`config.mk`:
```
export PLATFORM = sky130hd
export DESIGN_NAME = dmem_arbiter_flat
export DESIGN_NICKNAME = d
export VERILOG_FILES = /design/src/rtl/dmem_arbiter_if.sv /design/src/rtl/dmem_arbiter.sv /design/src/flat_wrapper.sv
export SDC_FILE = /design/constraint.sdc
export NUM_CORES = 1
export LEC_CHECK = 0
export ABC_CLOCK_PERIOD_IN_PS = 2000
export BUFFER_PORTS_ARGS = -buffer_cell sky130_fd_sc_hd__buf_2
export CORE_UTILIZATION = 46
export DETAILED_ROUTE_END_ITERATION = 16
export PLACE_DENSITY = 0.79
export SLEW_MARGIN = 10
export SYNTH_ARGS = -nofsm -noshare
export SYNTH_HDL_FRONTEND = slang
export SYNTH_SLANG_ARGS = --single-unit
```
`constraint.sdc`:
```
create_clock -name clk -period 2 [get_ports clk]
set_input_delay 0.2 -clock clk [delete_from_list [all_inputs] [get_ports clk]]
set_output_delay 0.2 -clock clk [all_outputs]
set_load 0.05 [all_outputs]
```
`src/rtl/dmem_arbiter_if.sv`:
```
// Requester-side command/response bundle for dmem_arbiter; one instance per requester.
interface dmem_arbiter_if #(
    parameter int DW = 16,
    parameter int AW = 6
);
    logic          req;
    logic          we;
    logic [AW-1:0] addr;
    logic [DW-1:0] wdata;
    logic          gnt;
    logic          done;
    logic [DW-1:0] rdata;

    modport master (
        output req, we, addr, wdata,
        input  gnt, done, rdata
    );

    modport slave (
        input  req, we, addr, wdata,
        output gnt, done, rdata
    );
endinterface

```
`src/rtl/dmem_arbiter.sv`:
```
// Two-requester sequencer for the 64x16 data memory: one access at a time, registered read.
// Define DMEM_ARB_FIXED_PRIO_EN for fixed r0 priority instead of round-robin.
module dmem_arbiter #(
    parameter int DW     = 16,
    parameter int AW     = 6,
    parameter int RD_LAT = 1
) (
    input  logic          clk,
    input  logic          rst,
    dmem_arbiter_if.slave r0,
    dmem_arbiter_if.slave r1,
    output logic          mem_wr_en,
    output logic          mem_rd_en,
    output logic [DW-1:0] mem_data_in,
    output logic [AW-1:0] mem_address,
    input  logic [DW-1:0] mem_data_out,
    output logic          busy
);
    localparam int CW = $clog2(RD_LAT + 1);

    typedef enum logic [1:0] {IDLE, ACCESS, WAIT, DONE} state_t;

    state_t        state, state_nxt;
    logic          win;
    logic          sel_q;
    logic          we_q;
    logic [CW-1:0] cnt_q;
    logic          any_req;

    assign any_req = r0.req | r1.req;

`ifdef DMEM_ARB_FIXED_PRIO_EN
    always_comb win = ~r0.req;
`else
    logic rr_q;

    // Pointer only moves on a contested pick; solo grants leave it alone.
    always_ff @(posedge clk or negedge rst) begin
        if (!rst)
            rr_q <= 1'b1;
        else if (state == IDLE && r0.req && r1.req)
            rr_q <= win;
    end

    always_comb begin
        win = r1.req;
        if (r0.req && r1.req)
            win = ~rr_q;
    end
`endif

    always_ff @(posedge clk or negedge rst) begin
        if (!rst)
            state <= IDLE;
        else
            state <= state_nxt;
    end

    // Command register doubles as the memory address/data drive, so it holds between accesses.
    always_ff @(posedge clk or negedge rst) begin
        if (!rst) begin
            sel_q       <= 1'b0;
            we_q        <= 1'b0;
            mem_address <= '0;
            mem_data_in <= '0;
            cnt_q       <= '0;
            r0.rdata    <= '0;
            r1.rdata    <= '0;
        end else begin
            if (state == IDLE && any_req) begin
                sel_q       <= win;
                we_q        <= win ? r1.we    : r0.we;
                mem_address <= win ? r1.addr  : r0.addr;
                mem_data_in <= win ? r1.wdata : r0.wdata;
            end
            if (state == ACCESS)
                cnt_q <= CW'(RD_LAT);
            else if (state == WAIT)
                cnt_q <= cnt_q - 1'b1;
            if (state == WAIT && cnt_q == CW'(1)) begin
                if (sel_q)
                    r1.rdata <= mem_data_out;
                else
                    r0.rdata <= mem_data_out;
            end
        end
    end

    always_comb begin
        state_nxt = state;
        r0.gnt    = 1'b0;
        r1.gnt    = 1'b0;
        r0.done   = 1'b0;
        r1.done   = 1'b0;
        mem_wr_en = 1'b0;
        mem_rd_en = 1'b0;
        case (state)
            IDLE: begin
                if (any_req)
                    state_nxt = ACCESS;
            end
            ACCESS: begin
                r0.gnt    = ~sel_q;
                r1.gnt    = sel_q;
                mem_wr_en = we_q;
                mem_rd_en = ~we_q;
                state_nxt = we_q ? DONE : WAIT;
            end
            WAIT: begin
                if (cnt_q == CW'(1))
                    state_nxt = DONE;
            end
            DONE: begin
                r0.done   = ~sel_q;
                r1.done   = sel_q;
                state_nxt = IDLE;
            end
            default: state_nxt = IDLE;
        endcase
    end

    assign busy = (state != IDLE);
endmodule

```
`src/flat_wrapper.sv`:
```
// flat-port wrapper written by rule: the top's interface ports become plain ports
module dmem_arbiter_flat 
#(
    parameter int DW     = 16,
    parameter int AW     = 6,
    parameter int RD_LAT = 1
)
  (clk, rst, mem_wr_en, mem_rd_en, mem_data_in, mem_address, mem_data_out, busy, r0_req, r0_we, r0_addr, r0_wdata, r0_gnt, r0_done, r0_rdata, r1_req, r1_we, r1_addr, r1_wdata, r1_gnt, r1_done, r1_rdata);
  dmem_arbiter_if #(.DW(DW), .AW(AW)) r0_i ();
  dmem_arbiter_if #(.DW(DW), .AW(AW)) r1_i ();
  input  logic clk;
  input  logic rst;
  output logic mem_wr_en;
  output logic mem_rd_en;
  output logic [DW-1:0] mem_data_in;
  output logic [AW-1:0] mem_address;
  input  logic [DW-1:0] mem_data_out;
  output logic busy;
  input wire logic [$bits(r0_i.req)-1:0] r0_req;
  input wire logic [$bits(r0_i.we)-1:0] r0_we;
  input wire logic [$bits(r0_i.addr)-1:0] r0_addr;
  input wire logic [$bits(r0_i.wdata)-1:0] r0_wdata;
  output wire logic [$bits(r0_i.gnt)-1:0] r0_gnt;
  output wire logic [$bits(r0_i.done)-1:0] r0_done;
  output wire logic [$bits(r0_i.rdata)-1:0] r0_rdata;
  input wire logic [$bits(r1_i.req)-1:0] r1_req;
  input wire logic [$bits(r1_i.we)-1:0] r1_we;
  input wire logic [$bits(r1_i.addr)-1:0] r1_addr;
  input wire logic [$bits(r1_i.wdata)-1:0] r1_wdata;
  output wire logic [$bits(r1_i.gnt)-1:0] r1_gnt;
  output wire logic [$bits(r1_i.done)-1:0] r1_done;
  output wire logic [$bits(r1_i.rdata)-1:0] r1_rdata;
  assign r0_i.req = r0_req;
  assign r0_i.we = r0_we;
  assign r0_i.addr = r0_addr;
  assign r0_i.wdata = r0_wdata;
  assign r0_gnt = r0_i.gnt;
  assign r0_done = r0_i.done;
  assign r0_rdata = r0_i.rdata;
  assign r1_i.req = r1_req;
  assign r1_i.we = r1_we;
  assign r1_i.addr = r1_addr;
  assign r1_i.wdata = r1_wdata;
  assign r1_gnt = r1_i.gnt;
  assign r1_done = r1_i.done;
  assign r1_rdata = r1_i.rdata;
  dmem_arbiter #(.DW(DW), .AW(AW), .RD_LAT(RD_LAT)) u_core (.clk(clk), .rst(rst), .r0(r0_i), .r1(r1_i), .mem_wr_en(mem_wr_en), .mem_rd_en(mem_rd_en), .mem_data_in(mem_data_in), .mem_address(mem_address), .mem_data_out(mem_data_out), .busy(busy));
endmodule
```
==> metrics.txt, run 1 <==
# TYPE chip_impl_metric gauge
chip_impl_metric{name="mappedNetlistNets",unit=""} 298
chip_impl_metric{name="cpPeakStageDelay",unit="ns"} 0.41
chip_impl_metric{name="groute.usage.overall",unit="%"} 21.9
chip_impl_metric{name="netlist_instances",unit=""} 228
chip_impl_metric{name="num_cts_buffers",unit=""} 9
chip_impl_metric{name="avgRoutedWirePerCell",unit="um"} 14.2
chip_impl_info{name="worst_setup_path_start_kind",value="register"} 1
chip_impl_metric{name="grt_start_max_net_pins",unit=""} 32
chip_impl_metric{name="total_routed_length",unit="um"} 6160
chip_impl_info{name="r2r_start",value="u_core.state[0]$_DFFE_PN0P_"} 1
chip_impl_metric{name="ys_seq_area_share",unit="%"} 56.2
chip_impl_metric{name="layout.nets",unit=""} 429
chip_impl_metric{name="place.detailed.hpwl",unit="um"} 4350
chip_impl_metric{name="synthXorXnorAreaFrac",unit="%"} 0.328
chip_impl_metric{name="io_buffers",unit=""} 126
chip_impl_metric{name="drt_first_iter_violations",unit=""} 89
chip_impl_metric{name="clock_transition_time_at_the_flip_flop_clock_pins_of_the_worst_setup_and_hold_paths",unit="ns"} 0.07
chip_impl_metric{name="setup_total_negative_slack",unit="ns"} 0
chip_impl_metric{name="clock_insertion_delay_worst_skew",unit="ns"} 0.33
chip_impl_metric{name="multiplexer_area_fraction_after_synthesis",unit="%"} 16.7
chip_impl_metric{name="synth_fa_ha_area_share",unit="%"} 1.87
chip_impl_metric{name="clock-sinks",unit=""} 60
chip_impl_metric{name="hold_slack",unit="ns"} 0.0944
chip_impl_info{name="critical-path-top-delay-family",value="buffers and inverters"} 1
chip_impl_metric{name="initial_core_utilization",unit="%"} 48.3
chip_impl_info{name="yosys_most_used_dff",value="sky130_fd_sc_hd__dfrtp_1"} 1
chip_impl_info{name="crit_path_top_delay_cell",value="sky130_fd_sc_hd__dfrtp_1"} 1
chip_impl_metric{name="cts_max_level",unit=""} 3
chip_impl_info{name="root_buffer",value="sky130_fd_sc_hd__clkbuf_8"} 1
chip_impl_metric{name="max_cap_violations",unit=""} 0
chip_impl_metric{name="final_min_period_over_clock_period",unit="%"} 85.8
chip_impl_info{name="endpoint_kind",value="primary output"} 1
chip_impl_metric{name="asyncSetResetFlopFracSynth",unit="%"} 100
chip_impl_metric{name="first_pass_grt_wire_length",unit="um"} 10200
chip_impl_metric{name="post_synth_instance_area",unit="mm2"} 0.00267
chip_impl_info{name="worst_hold_startpoint",value="r0_addr[4]"} 1
chip_impl_metric{name="syn_avg_cell_area",unit="um2"} 11.7
chip_impl_metric{name="ys_warn_count",unit=""} 0
chip_impl_metric{name="crit_buf_inv",unit=""} 3
chip_impl_info{name="crit_path_class",value="register to primary output"} 1
chip_impl_metric{name="grt_antenna_before_repair",unit=""} 0
chip_impl_info{name="most_common_cell_after_layout_fill_and_taps_aside",value="sky130_fd_sc_hd__buf_2"} 1
chip_impl_metric{name="setup-violations-final",unit=""} 0
chip_impl_metric{name="io_pins",unit=""} 127
chip_impl_metric{name="worst_slew_margin_rel",unit="%"} 36.7
chip_impl_metric{name="antennaDiodeCount",unit=""} 0
chip_impl_metric{name="synth_edf_count",unit=""} 0
chip_impl_metric{name="fmaxAchievable",unit="MHz"} 583
chip_impl_metric{name="timing.final.crit_period",unit="ns"} 1.72
chip_impl_metric{name="core",unit="mm2"} 0.00554
chip_impl_metric{name="antenna_left",unit=""} 0
chip_impl_info{name="critical_path.cell_chain",value="inv_1 > ha_1 > inv_1 > buf_2"} 1
chip_impl_metric{name="worst-path-max-fanout",unit=""} 5
chip_impl_info{name="synth_top_family_by_area",value="multiplexers"} 1
chip_impl_metric{name="layout_setup_ws",unit="ns"} 0.284
chip_impl_metric{name="place_ws",unit="ns"} 0.349
chip_impl_info{name="worst_path_most_repeated_cell",value="sky130_fd_sc_hd__inv_1"} 1
chip_impl_metric{name="synth_compound_gate_area_share",unit="%"} 11.3
chip_impl_metric{name="cts_buffer_depth",unit=""} 2
chip_impl_metric{name="gp_congestion",unit=""} 0.746
chip_impl_metric{name="drv_slew",unit=""} 0
chip_impl_metric{name="rows",unit=""} 27
chip_impl_metric{name="avgViaCountPerCell",unit=""} 5.09
chip_impl_metric{name="simple_gate_share_of_the_synthesized_area",unit="%"} 10.8
chip_impl_info{name="cts_tree",value="yes"} 1
chip_impl_metric{name="synth.distinct_cells",unit=""} 27
chip_impl_info{name="worstSetupStartpoint",value="u_core.state[0]$_DFFE_PN0P_"} 1
chip_impl_metric{name="vias",unit=""} 2210
chip_impl_info{name="top_library_cells_by_usage_in_the_layout_fill_and_taps_aside",value="sky130_fd_sc_hd__buf_2, sky130_fd_sc_hd__dfrtp_1, sky130_fd_sc_hd__a21oi_1"} 1
chip_impl_info{name="run_status",value="complete, no violations"} 1
chip_impl_metric{name="worst_pin_slew",unit="ns"} 0.949
chip_impl_metric{name="area_growth",unit="%"} 33.3
chip_impl_metric{name="ys_ff_latch",unit=""} 60
chip_impl_metric{name="grt.overflow.total",unit=""} 0
chip_impl_metric{name="remaining_drc_errors",unit=""} 0
chip_impl_metric{name="die_width",unit="um"} 78.2
chip_impl_info{name="rsz0062_at_grt",value="false"} 1
chip_impl_info{name="hp-class",value="input port to register"} 1
chip_impl_metric{name="skew",unit="ns"} 0.00883
chip_impl_metric{name="critPathRequiredTime",unit="ns"} 1.80
chip_impl_metric{name="dieArea",unit="mm2"} 0.00612
chip_impl_metric{name="number_of_global_route_vias_before_repair",unit=""} 2148
chip_impl_metric{name="arrival",unit="ns"} 1.52
chip_impl_metric{name="die-height",unit="um"} 78.2
chip_impl_metric{name="timing_hold_violations_final",unit=""} 0
chip_impl_metric{name="drive_above_1_share",unit="%"} 49.7
chip_impl_metric{name="dr.pass1.iters",unit=""} 4
==> tightest hold or removal path, stage by stage <==
cell and delay [ns]:
sky130_fd_sc_hd__buf_2 0.10, sky130_fd_sc_hd__nand2_1 0.04, sky130_fd_sc_hd__a21oi_1 0.05
==> metal layers <==
metal | GRT usage [%] | vias to the layer above | part of all wire (%)
met4 | 8.89 | 0 | 1.2
li1 | - | 1035 | -
met1 | 30.1 | 1052 | 45
met2 | 31.8 | 114 | 45
met3 | 7.44 | 9 | 9.3
met5 | 0 | - | 0
==> worst paths after layout <==
path                                                           to  slack [ns]  cells after the start
worst min register to register     u_core.r1.rdata[4]$_DFFE_PN0P_        0.50                      1
worst min-delay path            u_core.mem_address[4]$_DFFE_PN0P_        0.09                      3
max in group asynchronous         u_core.r0.rdata[11]$_DFFE_PN0P_        0.94                      3
worst max register to register        u_core.state[1]$_DFFE_PN0P_        0.35                      5
min in group asynchronous          u_core.r0.rdata[5]$_DFFE_PN0P_        0.46                      2
worst max-delay path                                         busy        0.28                      4
==> what timing repair did <==
action | in CTS | in global routing
buffers inserted | 0 | 0
resized for setup | 0 | 0
hold buffers | 1 | 0
hold endpoints to repair | 28 | 0
==> cell families (layout without fill, tap and decap cells) <==
family | after synthesis | count (layout)
compound gates | 54 | 54
xor+xnor | 1 | 1
fa+ha+maj | 4 | 4
buf+inv | 13 | 147
flops | 60 | 60
mux | 33 | 33
simple gates | 63 | 63
==> sequential cells by signal, summed over array words and instances, names as in the netlist <==
name / flops
u_core.mem_data_in: 16
u_core.r0.rdata: 16
u_core.r1.rdata: 16
u_core.mem_address: 6
u_core.state: 2
u_core.cnt_q: 1
u_core.rr_q: 1
u_core.sel_q: 1
u_core.we_q: 1
==> cell type report <==
type | count | area (um2)
inverter | 3 | 11.3
clock buffer | 12 | 155
fill | 450 | 1980
clock inverter | 2 | 35.0
timing repair buffer | 130 | 676
sequential | 60 | 1500
tap | 72 | 90.1
multi-input combinational | 155 | 1090
==> cell usage after synthesis (all sizes together), types with 2 or more instances <==
cell,instances,area share [%]
ha,4,1.9
and2,3,0.70
nand2,25,3.5
inv,3,0.42
nor2b,4,0.94
a21oi,47,8.8
mux2,33,17
buf,10,2.4
o21ai,2,0.51
dfrtp,59,55
nand3,2,0.84
nor2,27,3.8
==> stage by stage <==
stage	cell area, um2	utilization [%]	cells
finish	3560	64.3	434
floorplan	2670	-	228
global placement	3360	60.7	419
detailed placement	3360	60.7	419
CTS	3560	64.3	434
global route	3560	64.3	434
Power of run 1 is left out: the tool's default activity adds up to more than one toggle a clock period on the data nets, which glitch-free logic cannot reach.
==> run 2: changes to the inputs <==
--- a/config.mk
+++ b/config.mk
@@ -10,6 +10,7 @@
 export CORE_UTILIZATION = 46
 export DETAILED_ROUTE_END_ITERATION = 16
 export PLACE_DENSITY = 0.79
+export SETUP_SLACK_MARGIN = 0.5
 export SLEW_MARGIN = 10
 export SYNTH_ARGS = -nofsm -noshare
 export SYNTH_HDL_FRONTEND = slang
==> run 2 against run 1 <==
  * Routed wire length increased by 5.9%
  * Global-route usage increased by 0.60 points
  * Via count increased by 0.72%
  * Cell area increased by 8.9%
  * Non-clock buffer count increased by 11
  * Worst setup slack improved by 0.20 ns
  * Cell count increased by 3.0%
  * Sequential share of layout area decreased by 3.4 points
  * Critical path type unchanged
  * Utilization increased by 5.7 points
  * Die area unchanged
==> metrics.txt, run 2 (synthesized netlist as in run 1, its figures left out) <==
# TYPE chip_impl_metric gauge
chip_impl_metric{name="setup_total_negative_slack",unit="ns"} 0
chip_impl_info{name="worst_path_most_repeated_cell",value="sky130_fd_sc_hd__buf_6"} 1
chip_impl_metric{name="drv_slew",unit=""} 0
chip_impl_metric{name="max_cap_violations",unit=""} 0
chip_impl_info{name="worst_r2r_endpoint",value="u_core.state[1]$_DFFE_PN0P_"} 1
chip_impl_metric{name="timing_hold_violations_final",unit=""} 0
chip_impl_metric{name="worst-path-stages",unit=""} 4
chip_impl_info{name="most_common_cell_after_layout_fill_and_taps_aside",value="sky130_fd_sc_hd__buf_2"} 1
chip_impl_metric{name="grt_start_max_net_pins",unit=""} 27
chip_impl_metric{name="utilization",unit="%"} 70.1
chip_impl_metric{name="critPathRequiredTime",unit="ns"} 1.80
chip_impl_info{name="worst_setup_path_start_kind",value="register"} 1
chip_impl_metric{name="skew",unit="ns"} 0.00859
chip_impl_metric{name="num_cts_buffers",unit=""} 9
chip_impl_metric{name="worst_pin_slew",unit="ns"} 0.664
chip_impl_info{name="top_library_cells_by_usage_in_the_layout_fill_and_taps_aside",value="sky130_fd_sc_hd__buf_2, sky130_fd_sc_hd__dfrtp_1, sky130_fd_sc_hd__a21oi_1"} 1
chip_impl_metric{name="io_pins",unit=""} 127
chip_impl_info{name="r2r_start",value="u_core.state[0]$_DFFE_PN0P_"} 1
chip_impl_metric{name="area_growth",unit="%"} 45.2
chip_impl_metric{name="initial_core_utilization",unit="%"} 48.3
chip_impl_metric{name="setup-violations-final",unit=""} 0
chip_impl_metric{name="clock-sinks",unit=""} 60
chip_impl_metric{name="antenna_left",unit=""} 0
chip_impl_info{name="critical-path-top-delay-family",value="flip-flops"} 1
chip_impl_metric{name="worst-path-max-fanout",unit=""} 4
chip_impl_metric{name="remaining_drc_errors",unit=""} 0
chip_impl_info{name="worstSetupStartpoint",value="u_core.state[1]$_DFFE_PN0P_"} 1
chip_impl_metric{name="fmaxAchievable",unit="MHz"} 658
chip_impl_metric{name="final-seq-area",unit="mm2"} 0.00150
chip_impl_metric{name="gp_congestion",unit=""} 0.734
chip_impl_metric{name="total_routed_length",unit="um"} 6530
chip_impl_metric{name="drive_above_1_share",unit="%"} 56.0
chip_impl_metric{name="first_pass_grt_wire_length",unit="um"} 10600
chip_impl_metric{name="layout_setup_ws",unit="ns"} 0.480
chip_impl_metric{name="cts_buffer_depth",unit=""} 2
chip_impl_metric{name="number_of_global_route_vias_before_repair",unit=""} 2187
chip_impl_metric{name="layout.nets",unit=""} 440
chip_impl_metric{name="timing.final.crit_period",unit="ns"} 1.52
chip_impl_info{name="hp-class",value="input port to register"} 1
chip_impl_metric{name="clock_transition_time_at_the_flip_flop_clock_pins_of_the_worst_setup_and_hold_paths",unit="ns"} 0.07
chip_impl_metric{name="grt.overflow.total",unit=""} 0
chip_impl_metric{name="dr.pass1.iters",unit=""} 4
chip_impl_metric{name="die-height",unit="um"} 78.2
chip_impl_info{name="largestRegisters",value="u_core.mem_data_in (16), u_core.r0.rdata (16), u_core.r1.rdata (16)"} 1
chip_impl_metric{name="rows",unit=""} 27
chip_impl_info{name="rsz0062_at_grt",value="true"} 1
chip_impl_metric{name="core",unit="mm2"} 0.00554
chip_impl_info{name="timing.critical_path.to",value="r1_done"} 1
chip_impl_metric{name="place.detailed.hpwl",unit="um"} 4380
chip_impl_metric{name="r2r_setup_slack",unit="ns"} 0.51
chip_impl_metric{name="worst_slew_margin_rel",unit="%"} 55.6
chip_impl_metric{name="placed_cells_incl_taps",unit=""} 420
chip_impl_info{name="endpoint_kind",value="primary output"} 1
chip_impl_info{name="critical_path.cell_chain",value="buf_6 > ha_4 > and2_4 > buf_6"} 1
chip_impl_info{name="crit_path_top_delay_cell",value="sky130_fd_sc_hd__dfrtp_1"} 1
chip_impl_metric{name="io_buffers",unit=""} 126
chip_impl_metric{name="fillerInstances",unit=""} 409
chip_impl_metric{name="clock_insertion_delay_worst_skew",unit="ns"} 0.32
chip_impl_metric{name="vias",unit=""} 2226
chip_impl_metric{name="cpPeakStageDelay",unit="ns"} 0.41
chip_impl_metric{name="drt_first_iter_violations",unit=""} 60
chip_impl_metric{name="avgViaCountPerCell",unit=""} 4.98
chip_impl_metric{name="die_width",unit="um"} 78.2
chip_impl_metric{name="arrival",unit="ns"} 1.32
chip_impl_info{name="crit_path_class",value="register to primary output"} 1
chip_impl_metric{name="worstRegToRegCells",unit=""} 5
chip_impl_metric{name="groute.usage.overall",unit="%"} 22.5
chip_impl_metric{name="final_min_period_over_clock_period",unit="%"} 76.0
chip_impl_metric{name="crit_buf_inv",unit=""} 2
chip_impl_info{name="cts_tree",value="yes"} 1
chip_impl_metric{name="final_cell_count_no_fill",unit=""} 447
chip_impl_metric{name="place_ws",unit="ns"} 0.343
chip_impl_metric{name="dieArea",unit="mm2"} 0.00612
chip_impl_metric{name="avgRoutedWirePerCell",unit="um"} 14.6
chip_impl_metric{name="multiInputGateArea",unit="mm2"} 0.00119
chip_impl_metric{name="antennaDiodeCount",unit=""} 0
chip_impl_metric{name="cts_max_level",unit=""} 3
chip_impl_info{name="run_status",value="complete, no violations"} 1
chip_impl_info{name="root_buffer",value="sky130_fd_sc_hd__clkbuf_8"} 1
chip_impl_metric{name="grt_antenna_before_repair",unit=""} 0
## run 2: changes by cell type in the layout (fill, tap and decap cells not counted), moves of 3 or more
cell / change
sky130_fd_sc_hd__nor2b_4: +3
sky130_fd_sc_hd__buf_4: +7
sky130_fd_sc_hd__buf_6: +7
sky130_fd_sc_hd__buf_2: -7
sky130_fd_sc_hd__nor2b_1: -4
sky130_fd_sc_hd__ha_4: +4
sky130_fd_sc_hd__inv_1: -3
sky130_fd_sc_hd__ha_1: -4
## run 2: routing by layer
metal | vias up | global-route usage [%] | routed length [um]
met2 | 121 | 36.2 | 3120
met5 | - | 0 | 0
met1 | 1037 | 29.6 | 2850
li1 | 1061 | - | -
met3 | 7 | 5.23 | 488
met4 | 0 | 8.89 | 74
## run 2: stage by stage
stage / area (um2) / hold slack [ns]
2_1_floorplan: 2680 / -0.0956
3_3_place_gp: 3360 / 0.193
3_5_place_dp: 3360 / 0.191
4_1_cts: 3790 / 0.0814
5_1_grt: 3880 / 0.0763
6_report: 3880 / 0.101
## run 2: how the worst min path moves through the flow
| stage | startpoint | endpoint | slack (ns) | cells after the start |
|---|---|---|---|---|
| detailed placement | rst | u_core.r0.rdata[4]$_DFFE_PN0P_ | 0.19 | 1 |
| global route | r0_wdata[5] | u_core.mem_data_in[5]$_DFFE_PN0P_ | 0.08 | 3 |
| CTS | r0_wdata[6] | u_core.mem_data_in[6]$_DFFE_PN0P_ | 0.08 | 3 |
| finish | r0_wdata[1] | u_core.mem_data_in[1]$_DFFE_PN0P_ | 0.10 | 3 |
| global placement | rst | u_core.r0.rdata[4]$_DFFE_PN0P_ | 0.19 | 1 |
| floorplan | rst | u_core.cnt_q$_DFFE_PN0P_ | -0.1 | 0 |
## run 2: area by class of cell
cell class | instances | share of cell area (%)
Sequential cell | 60 | 38.7
Clock buffer | 9 | 3.19
Inverter | 3 | 0.419
Timing Repair Buffer | 141 | 21.7
Multi-Input combinational cell | 155 | 30.7
Clock inverter | 7 | 2.97
Tap cell | 72 | 2.32
## run 2: tightest hold or removal path: stages
cell and delay (ns):
sky130_fd_sc_hd__buf_2 0.09, sky130_fd_sc_hd__nand2_1 0.04, sky130_fd_sc_hd__a21oi_1 0.05
## run 2: timing repair
action	CTS	global route
hold endpoints to repair	20	0
setup buffers	6	4
resized for setup	32	13
setup endpoints to repair	63	46
hold buffers	1	0
pin swaps	3	1
Power of run 2 is left out for the same reason.
